**src/rtl/palette_pkg.sv**
```systemverilog
// ============================================================================
// palette_pkg : default 4-bit-per-channel palette and colour-depth expansion
// Rev 1.0     : initial release
// ============================================================================
`default_nettype none

package palette_pkg;

  localparam int IDX_BG    = 0;
  localparam int IDX_NUM1  = 1;
  localparam int IDX_NUM2  = 2;
  localparam int IDX_NUM3  = 3;
  localparam int IDX_NUM4  = 4;
  localparam int IDX_NUM5  = 5;
  localparam int IDX_NUM6  = 6;
  localparam int IDX_NUM7  = 7;
  localparam int IDX_NUM8  = 8;
  localparam int IDX_RED   = 9;
  localparam int IDX_BLACK = 10;
  localparam int IDX_WHITE = 11;
  localparam int IDX_GRAY  = 12;

  localparam logic [11:0] C4_BG    = 12'hDDD;
  localparam logic [11:0] C4_NUM1  = 12'h11B;
  localparam logic [11:0] C4_NUM2  = 12'h0A6;
  localparam logic [11:0] C4_NUM3  = 12'h555;
  localparam logic [11:0] C4_NUM4  = 12'h413;
  localparam logic [11:0] C4_NUM5  = 12'h023;
  localparam logic [11:0] C4_NUM6  = 12'h999;
  localparam logic [11:0] C4_NUM7  = 12'hA51;
  localparam logic [11:0] C4_NUM8  = 12'h000;
  localparam logic [11:0] C4_RED   = 12'hF00;
  localparam logic [11:0] C4_BLACK = 12'h111;
  localparam logic [11:0] C4_WHITE = 12'hFFF;
  localparam logic [11:0] C4_GRAY  = 12'h555;

  function automatic logic [11:0] default_colour4(input int unsigned idx);
    logic [11:0] c;
    case (idx)
      IDX_BG:    c = C4_BG;
      IDX_NUM1:  c = C4_NUM1;
      IDX_NUM2:  c = C4_NUM2;
      IDX_NUM3:  c = C4_NUM3;
      IDX_NUM4:  c = C4_NUM4;
      IDX_NUM5:  c = C4_NUM5;
      IDX_NUM6:  c = C4_NUM6;
      IDX_NUM7:  c = C4_NUM7;
      IDX_NUM8:  c = C4_NUM8;
      IDX_RED:   c = C4_RED;
      IDX_BLACK: c = C4_BLACK;
      IDX_WHITE: c = C4_WHITE;
      IDX_GRAY:  c = C4_GRAY;
      default:   c = 12'h000;
    endcase
    return c;
  endfunction

  // Result is right-aligned in 8 bits: wider depths replicate the nibble,
  // narrower ones keep its MSBs.
  function automatic logic [7:0] expand_channel(input logic [3:0] v, input int unsigned w);
    logic [7:0] r;
    if (w >= 4) r = {v, v} >> (8 - w);
    else        r = {4'b0000, v} >> (4 - w);
    return r;
  endfunction

  function automatic logic [23:0] expand_colour(input logic [11:0] c4, input int unsigned w);
    return {expand_channel(c4[11:8], w), expand_channel(c4[7:4], w), expand_channel(c4[3:0], w)};
  endfunction

endpackage

`default_nettype wire

```
**src/rtl/blink_timer.sv**
```systemverilog
// ============================================================================
// blink_timer : vsync rising-edge detect, frame counter and blink phase toggle
// Rev 1.0     : initial release
// ============================================================================
`default_nettype none

module blink_timer #(
  parameter int BLINK_FRAMES = 30
) (
  input  logic clk,
  input  logic rst,
  input  logic vsync,
  output logic blink_phase
);

  localparam int               CNT_W    = $clog2(BLINK_FRAMES + 1);
  localparam logic [CNT_W-1:0] CNT_LAST = CNT_W'(BLINK_FRAMES - 1);

  logic             vsync_prev_q;
  logic             vsync_prev_d;
  logic [CNT_W-1:0] cnt_q;
  logic [CNT_W-1:0] cnt_d;
  logic             phase_q;
  logic             phase_d;
  logic             vsync_rise;

  always_comb begin
    vsync_rise   = vsync & ~vsync_prev_q;
    vsync_prev_d = vsync;
    cnt_d        = cnt_q;
    phase_d      = phase_q;
    if (vsync_rise) begin
      if (cnt_q == CNT_LAST) begin
        cnt_d   = '0;
        phase_d = ~phase_q;
      end else begin
        cnt_d = cnt_q + 1'b1;
      end
    end
  end

  always_ff @(posedge clk) begin
    if (rst) begin
      vsync_prev_q <= 1'b0;
      cnt_q        <= '0;
      phase_q      <= 1'b0;
    end else begin
      vsync_prev_q <= vsync_prev_d;
      cnt_q        <= cnt_d;
      phase_q      <= phase_d;
    end
  end

  assign blink_phase = phase_q;

endmodule

`default_nettype wire

```
**src/rtl/palette_lut.sv**
```systemverilog
// ============================================================================
// palette_lut : 2-stage palette lookup with blink inversion and blanking.
//               PALETTE_WR_EN adds a runtime write port to the palette.
// Rev 1.0     : initial release
// ============================================================================
`default_nettype none

module palette_lut
  import palette_pkg::*;
#(
  parameter int COLOUR_W     = 4,
  parameter int NUM_ENTRIES  = 16,
  parameter int IDX_W        = 4,
  parameter int BLINK_FRAMES = 30
) (
  input  logic                  clk,
  input  logic                  rst,
  input  logic [IDX_W-1:0]      in_idx,
  input  logic                  in_blink,
  input  logic                  in_hsync,
  input  logic                  in_vsync,
  input  logic                  in_blank,
`ifdef PALETTE_WR_EN
  input  logic                  wr_en,
  input  logic [IDX_W-1:0]      wr_addr,
  input  logic [3*COLOUR_W-1:0] wr_data,
`endif
  output logic [3*COLOUR_W-1:0] rgb_out,
  output logic                  hsync_out,
  output logic                  vsync_out,
  output logic                  blank_out,
  output logic                  blink_phase
);

  localparam int RGB_W = 3 * COLOUR_W;

  function automatic logic [RGB_W-1:0] default_rgb(input int unsigned idx);
    logic [23:0] e;
    e = expand_colour(default_colour4(idx), COLOUR_W);
    return {COLOUR_W'(e[23:16]), COLOUR_W'(e[15:8]), COLOUR_W'(e[7:0])};
  endfunction

  logic [RGB_W-1:0] palette [NUM_ENTRIES];

`ifdef PALETTE_WR_EN
  logic [RGB_W-1:0] palette_q [NUM_ENTRIES];
  logic [RGB_W-1:0] palette_d [NUM_ENTRIES];

  // Address compare per entry: out-of-range write addresses match nothing.
  always_comb begin
    palette_d = palette_q;
    for (int i = 0; i < NUM_ENTRIES; i++) begin
      if (wr_en && (wr_addr == IDX_W'(i))) palette_d[i] = wr_data;
    end
  end

  always_ff @(posedge clk) begin
    if (rst) begin
      for (int i = 0; i < NUM_ENTRIES; i++) palette_q[i] <= default_rgb(i);
    end else begin
      palette_q <= palette_d;
    end
  end

  for (genvar gi = 0; gi < NUM_ENTRIES; gi++) begin : g_entry
    assign palette[gi] = palette_q[gi];
  end
`else
  for (genvar gi = 0; gi < NUM_ENTRIES; gi++) begin : g_rom
    assign palette[gi] = default_rgb(gi);
  end
`endif

  logic [RGB_W-1:0] rd_colour;

  always_comb begin
    rd_colour = '0;
    for (int i = 0; i < NUM_ENTRIES; i++) begin
      if (in_idx == IDX_W'(i)) rd_colour = palette[i];
    end
  end

  // Stage 1: palette read and timing capture
  logic [RGB_W-1:0] colour_s1_q, colour_s1_d;
  logic             blink_s1_q, blink_s1_d;
  logic             hsync_s1_q, hsync_s1_d;
  logic             vsync_s1_q, vsync_s1_d;
  logic             blank_s1_q, blank_s1_d;

  // Stage 2: output colour and aligned timing
  logic [RGB_W-1:0] rgb_q, rgb_d;
  logic             hsync_q, hsync_d;
  logic             vsync_q, vsync_d;
  logic             blank_q, blank_d;

  logic             phase;

  blink_timer #(
    .BLINK_FRAMES (BLINK_FRAMES)
  ) u_blink_timer (
    .clk         (clk),
    .rst         (rst),
    .vsync       (vsync_s1_q),
    .blink_phase (phase)
  );

  always_comb begin
    colour_s1_d = rd_colour;
    blink_s1_d  = in_blink;
    hsync_s1_d  = in_hsync;
    vsync_s1_d  = in_vsync;
    blank_s1_d  = in_blank;

    hsync_d = hsync_s1_q;
    vsync_d = vsync_s1_q;
    blank_d = blank_s1_q;
    if (blank_s1_q)                rgb_d = '0;
    else if (blink_s1_q && phase)  rgb_d = ~colour_s1_q;
    else                           rgb_d = colour_s1_q;
  end

  always_ff @(posedge clk) begin
    if (rst) begin
      colour_s1_q <= '0;
      blink_s1_q  <= 1'b0;
      hsync_s1_q  <= 1'b0;
      vsync_s1_q  <= 1'b0;
      blank_s1_q  <= 1'b0;
      rgb_q       <= '0;
      hsync_q     <= 1'b0;
      vsync_q     <= 1'b0;
      blank_q     <= 1'b0;
    end else begin
      colour_s1_q <= colour_s1_d;
      blink_s1_q  <= blink_s1_d;
      hsync_s1_q  <= hsync_s1_d;
      vsync_s1_q  <= vsync_s1_d;
      blank_s1_q  <= blank_s1_d;
      rgb_q       <= rgb_d;
      hsync_q     <= hsync_d;
      vsync_q     <= vsync_d;
      blank_q     <= blank_d;
    end
  end

  assign rgb_out     = rgb_q;
  assign hsync_out   = hsync_q;
  assign vsync_out   = vsync_q;
  assign blank_out   = blank_q;
  assign blink_phase = phase;

endmodule

`default_nettype wire

```
**config.mk**
```make
export PLATFORM = sky130hd
export DESIGN_NAME = palette_lut
export DESIGN_NICKNAME = d
export VERILOG_FILES = /design/src/rtl/palette_pkg.sv /design/src/rtl/blink_timer.sv /design/src/rtl/palette_lut.sv
export SDC_FILE = /design/constraint.sdc
export NUM_CORES = 1
export LEC_CHECK = 0
export BUFFER_PORTS_ARGS = -buffer_cell sky130_fd_sc_hd__buf_2
export CAP_MARGIN = 20
export CORE_MARGIN = 2
export CORE_UTILIZATION = 52
export DETAILED_ROUTE_END_ITERATION = 12
export GPL_TIMING_DRIVEN = 1
export PLACE_DENSITY = 0.72
export SETUP_SLACK_MARGIN = 0.2
export SYNTH_ARGS = -nofsm -noshare
export SYNTH_HDL_FRONTEND = slang
export SYNTH_SLANG_ARGS = --single-unit
```
**constraint.sdc**
```tcl
create_clock -name clk -period 1.65 [get_ports clk]
set_input_delay 0.0825 -clock clk [delete_from_list [all_inputs] [get_ports clk]]
set_output_delay 0.0825 -clock clk [all_outputs]
set_load 0.005 [all_outputs]
```
==> reports/qor.csv <==
stage,metric,value,unit
status,status,completed,
synthesis,yosysTopAreaCell,dfxtp_1,
synthesis,yosysWarnings,0,
finish,area_delta_synth_final,14.4,%
worst_hold_path,hold_class,in2reg,
flow_run,maxCapViolCount,0,
cts,clk_pin_slew,0.10,ns
critical_path,critPathArrivalTime,1.56,ns
detailed_routing,top_layer_used,met4,
global_route,grtUsageTotal,0.172,
finish,final_layout_size_suffix_gt1_frac,0.182,
cts,cts_tree,done,
power_and_ir_drop,p_per_area,930,mW/mm²
power_and_ir_drop,comb_power_share,0.097,
placement,dp_hpwl,1600,µm
synthesis,synthesis.nets,165,
synthesis,syn_avg_cell_area,9.44,µm²
detailed_routing,dr_total_vias,1051,
critical_path,worstReg2RegStart,u_blink_timer.vsync_prev_q,
floorplanning,core,0.00269,mm²
finish,nNetsFinal,192,
power_and_ir_drop,seqPwrFrac,0.619,
timing,final.setup_skew,0.00610,ns
finish,antenna_cells,0,
floorplanning,die_x,56.7,µm
detailed_routing,wl_met3,93,µm
detailed_routing,wl,2360,µm
critical_path,r2r_slack,0.32,ns
global_route,grt_pass1_wl,4260,µm
critical_path,setup.worst_path.class,reg2reg,
floorplanning,dieArea,0.00321,mm²
critical_path,worst_setup_path_start_kind,flop,
power_and_ir_drop,ir_worst_vdd,833,µV
detailed_routing,drc,0,
critical_path,setup.worst_path.end,u_blink_timer.blink_phase,
cts,clock_sink_count,37,
timing,post-route-period-util,0.807,
cts,cts_made_buffers,5,
detailed_routing,drtIter0Drc,27,
cts,cts_buffer_depth,2,
global_route,grt_overflow,0,
detailed_routing,post_drt_wl_per_cell,11.1,µm
cts,cts_resized,0,
timing,slew_viol_final,0,
timing,clock.fmax,0.751,GHz
critical_path,cp-end-kind,flop,
detailed_routing,viasPerCell,4.96,
synthesis,synth_area,0.00144,mm²
timing,rsz0062_at_grt,no,
timing,setup_viol,0,
power_and_ir_drop,clkPwrFrac,0.284,
global_route,grt_pass1_vias,1004,
floorplanning,rows,19,
detailed_routing,drt-pass1-iter-count,4,
synthesis,synth_area_leaders,"dfxtp_1 (51%), xor2_1 (7.9%), nor2_1 (5.7%)",
power_and_ir_drop,p_switching,0.362,mW
cts,root_buffer,clkbuf_4,
cts,worstSkewPairLatency,0.33,ns
placement,gp_congestion,0.839,
critical_path,rr_worst_depth,3,
critical_path,worst_r2r_endpoint,u_blink_timer.blink_phase,
power_and_ir_drop,leakage,0.715,nW
detailed_routing,drt-met1-wl,1090,µm
floorplanning,initial_core_util,0.537,
cts,postCtsSetupBuffers,0,
synthesis,synth_seq_area_share,0.513,
timing,tns,0,ns
synthesis,yosysUniqueCellTypes,35,
critical_path,crit_fanout,6,
power_and_ir_drop,netSwitchingFraction,0.236,
global_route,grt_antenna_before_repair,0,
timing,whs,0.103,ns
timing,hold_viol_final,0,
synthesis,syn-instance-count,153,
critical_path,startpoint,u_blink_timer.vsync_prev_q,
detailed_routing,wl_met2,1130,µm
synthesis,ys_seq_elements,37,
critical_path,cp.required,1.88,ns
global_route,grt_max_degree,25,
cts,htreeDepth,2,
placement,numPortBuffers,25,
detailed_routing,ant_nets,0,
floorplanning,boundaryPins,26,
timing,tightest_slew,0.589,ns
timing,max-slew-margin-rel,0.607,
synthesis,synth_top_area_frac,0.513,
power_and_ir_drop,internal_power,1.17,mW
timing,min_period,1.33,ns
floorplanning,die_y,56.7,µm
==> registers in the layout, indices dropped and copies added (netlist names) <==
register and count:
blank_d 1, blank_out 1, blink_s1_q 1, colour_s1_q 12
hsync_d 1, hsync_out 1, rgb_out 12, u_blink_timer.blink_phase 1
u_blink_timer.cnt_q 5, u_blink_timer.vsync_prev_q 1, vsync_d 1
==> layout make-up <==
class                      count  area (µm²)
fill                         228        1030
inverter                       4        15.0
tap                           31        38.8
timing repair buffer          29         165
sequential                    37         741
clock buffer                   8        48.8
multi-input combinational    103         643
==> routing by layer <==
layer / global-route usage / vias to the layer above
met5: 0 / -
met4: 0.0816 / 0
met3: 0.0645 / 5
met2: 0.277 / 22
met1: 0.200 / 461
li1: - / 563
==> metrics by stage <==
stage          worst slack [ns]  utilization  std cells  instance area (µm²)  total power, mW
4_1_cts                   0.319        0.615        212                 1650             1.55
3_5_place_dp              0.341        0.582        200                 1560             1.11
6_report                  0.318        0.615        212                 1650             1.54
3_3_place_gp              0.395        0.582        200                 1560             1.11
5_1_grt                   0.234        0.615        212                 1650             1.62
2_1_floorplan             0.407            -        153                 1440             1.07
==> worst max-delay path: stages (launching register included) <==
cell and delay [ns]:
dfxtp_1 0.34, and2b_1 0.31, and4_1 0.26, mux2_2 0.34
==> how the worst min path moves through the flow <==
stage,from,end,slack [ns],depth (start not counted)
4_1_cts,in_idx[3],colour_s1_q[0],0.09,2
3_5_place_dp,in_blank,blank_d,0.30,2
3_3_place_gp,in_blank,blank_d,0.29,2
2_1_floorplan,in_blank,blank_d,0.21,1
6_report,in_idx[3],colour_s1_q[0],0.10,2
5_1_grt,in_idx[3],colour_s1_q[0],0.1,2
==> placed cells by master, fill, tap and decap left out <==
| cell type | count |
|---|---|
| and2_1 | 2 |
| dfxtp_1 | 37 |
| or2b_1 | 1 |
| mux2_2 | 1 |
| a31oi_1 | 3 |
| nor2b_4 | 1 |
| clkbuf_1 | 3 |
| a211oi_1 | 2 |
| o21a_1 | 2 |
| or3_1 | 1 |
| nand3b_1 | 3 |
| nor2b_1 | 8 |
| or4_1 | 1 |
| nand2b_1 | 3 |
| nor2_1 | 22 |
| and4_1 | 1 |
| nor3_1 | 4 |
| o21ai_0 | 2 |
| inv_1 | 4 |
| ha_1 | 2 |
| mux2i_1 | 1 |
| a21oi_1 | 6 |
| xor2_1 | 13 |
| nand2_1 | 9 |
| clkbuf_4 | 5 |
| or2_2 | 1 |
| nor4_1 | 1 |
| xnor2_1 | 2 |
| buf_2 | 25 |
| o211ai_1 | 2 |
| dlygate4sd3_1 | 4 |
| a41o_1 | 1 |
| and2b_1 | 2 |
| a311oi_1 | 2 |
| nand3_1 | 3 |
| a21boi_0 | 1 |
==> cells in the mapped netlist <==
library cell,n
buf_2,3
a211oi_1,2
or2_2,1
nand2_1,9
nand2b_1,3
and2_1,2
nor2_1,22
o21ai_0,2
or4_1,1
a21boi_0,1
xor2_1,13
and2b_1,2
a311oi_1,2
nand3b_1,3
a21oi_1,6
nor2b_1,8
a41o_1,1
o211ai_1,2
xnor2_1,2
a31oi_1,3
mux2_2,1
nor3_1,4
o21a_1,2
or3_1,1
mux2i_1,1
or2b_1,1
clkbuf_1,5
inv_1,4
nor2b_4,1
dfxtp_1,37
and4_1,1
nand3_1,3
ha_1,2
nor4_1,1
buf_6,1
==> cells by family (layout without fill, tap and decap cells) <==
family          count (synthesis)  in the layout  share of synthesized area
compound gates                 21             21                     0.0962
xor+xnor                       15             15                     0.0910
fa+ha+maj                       2              2                     0.0173
buf+inv                        13             41                     0.0416
flops                          37             37                      0.513
mux                             2              2                     0.0147
simple gates                   63             63                      0.226
==> what timing repair did <==
action                                 CTS  global route
hold buffers                             4             0
setup endpoints to repair                0             0
endpoints found under the hold margin    4             0
==> power groups by stage <==
stage               clock, mW  sequential [mW]  combinational [mW]
finish                  0.435            0.951               0.150
global route            0.491            0.956               0.171
CTS                     0.448            0.951               0.151
detailed placement          0            0.972               0.142
global placement            0            0.970               0.137
floorplan                   0            0.972               0.103
No activity file was read; power rests on OpenSTA's default activity.
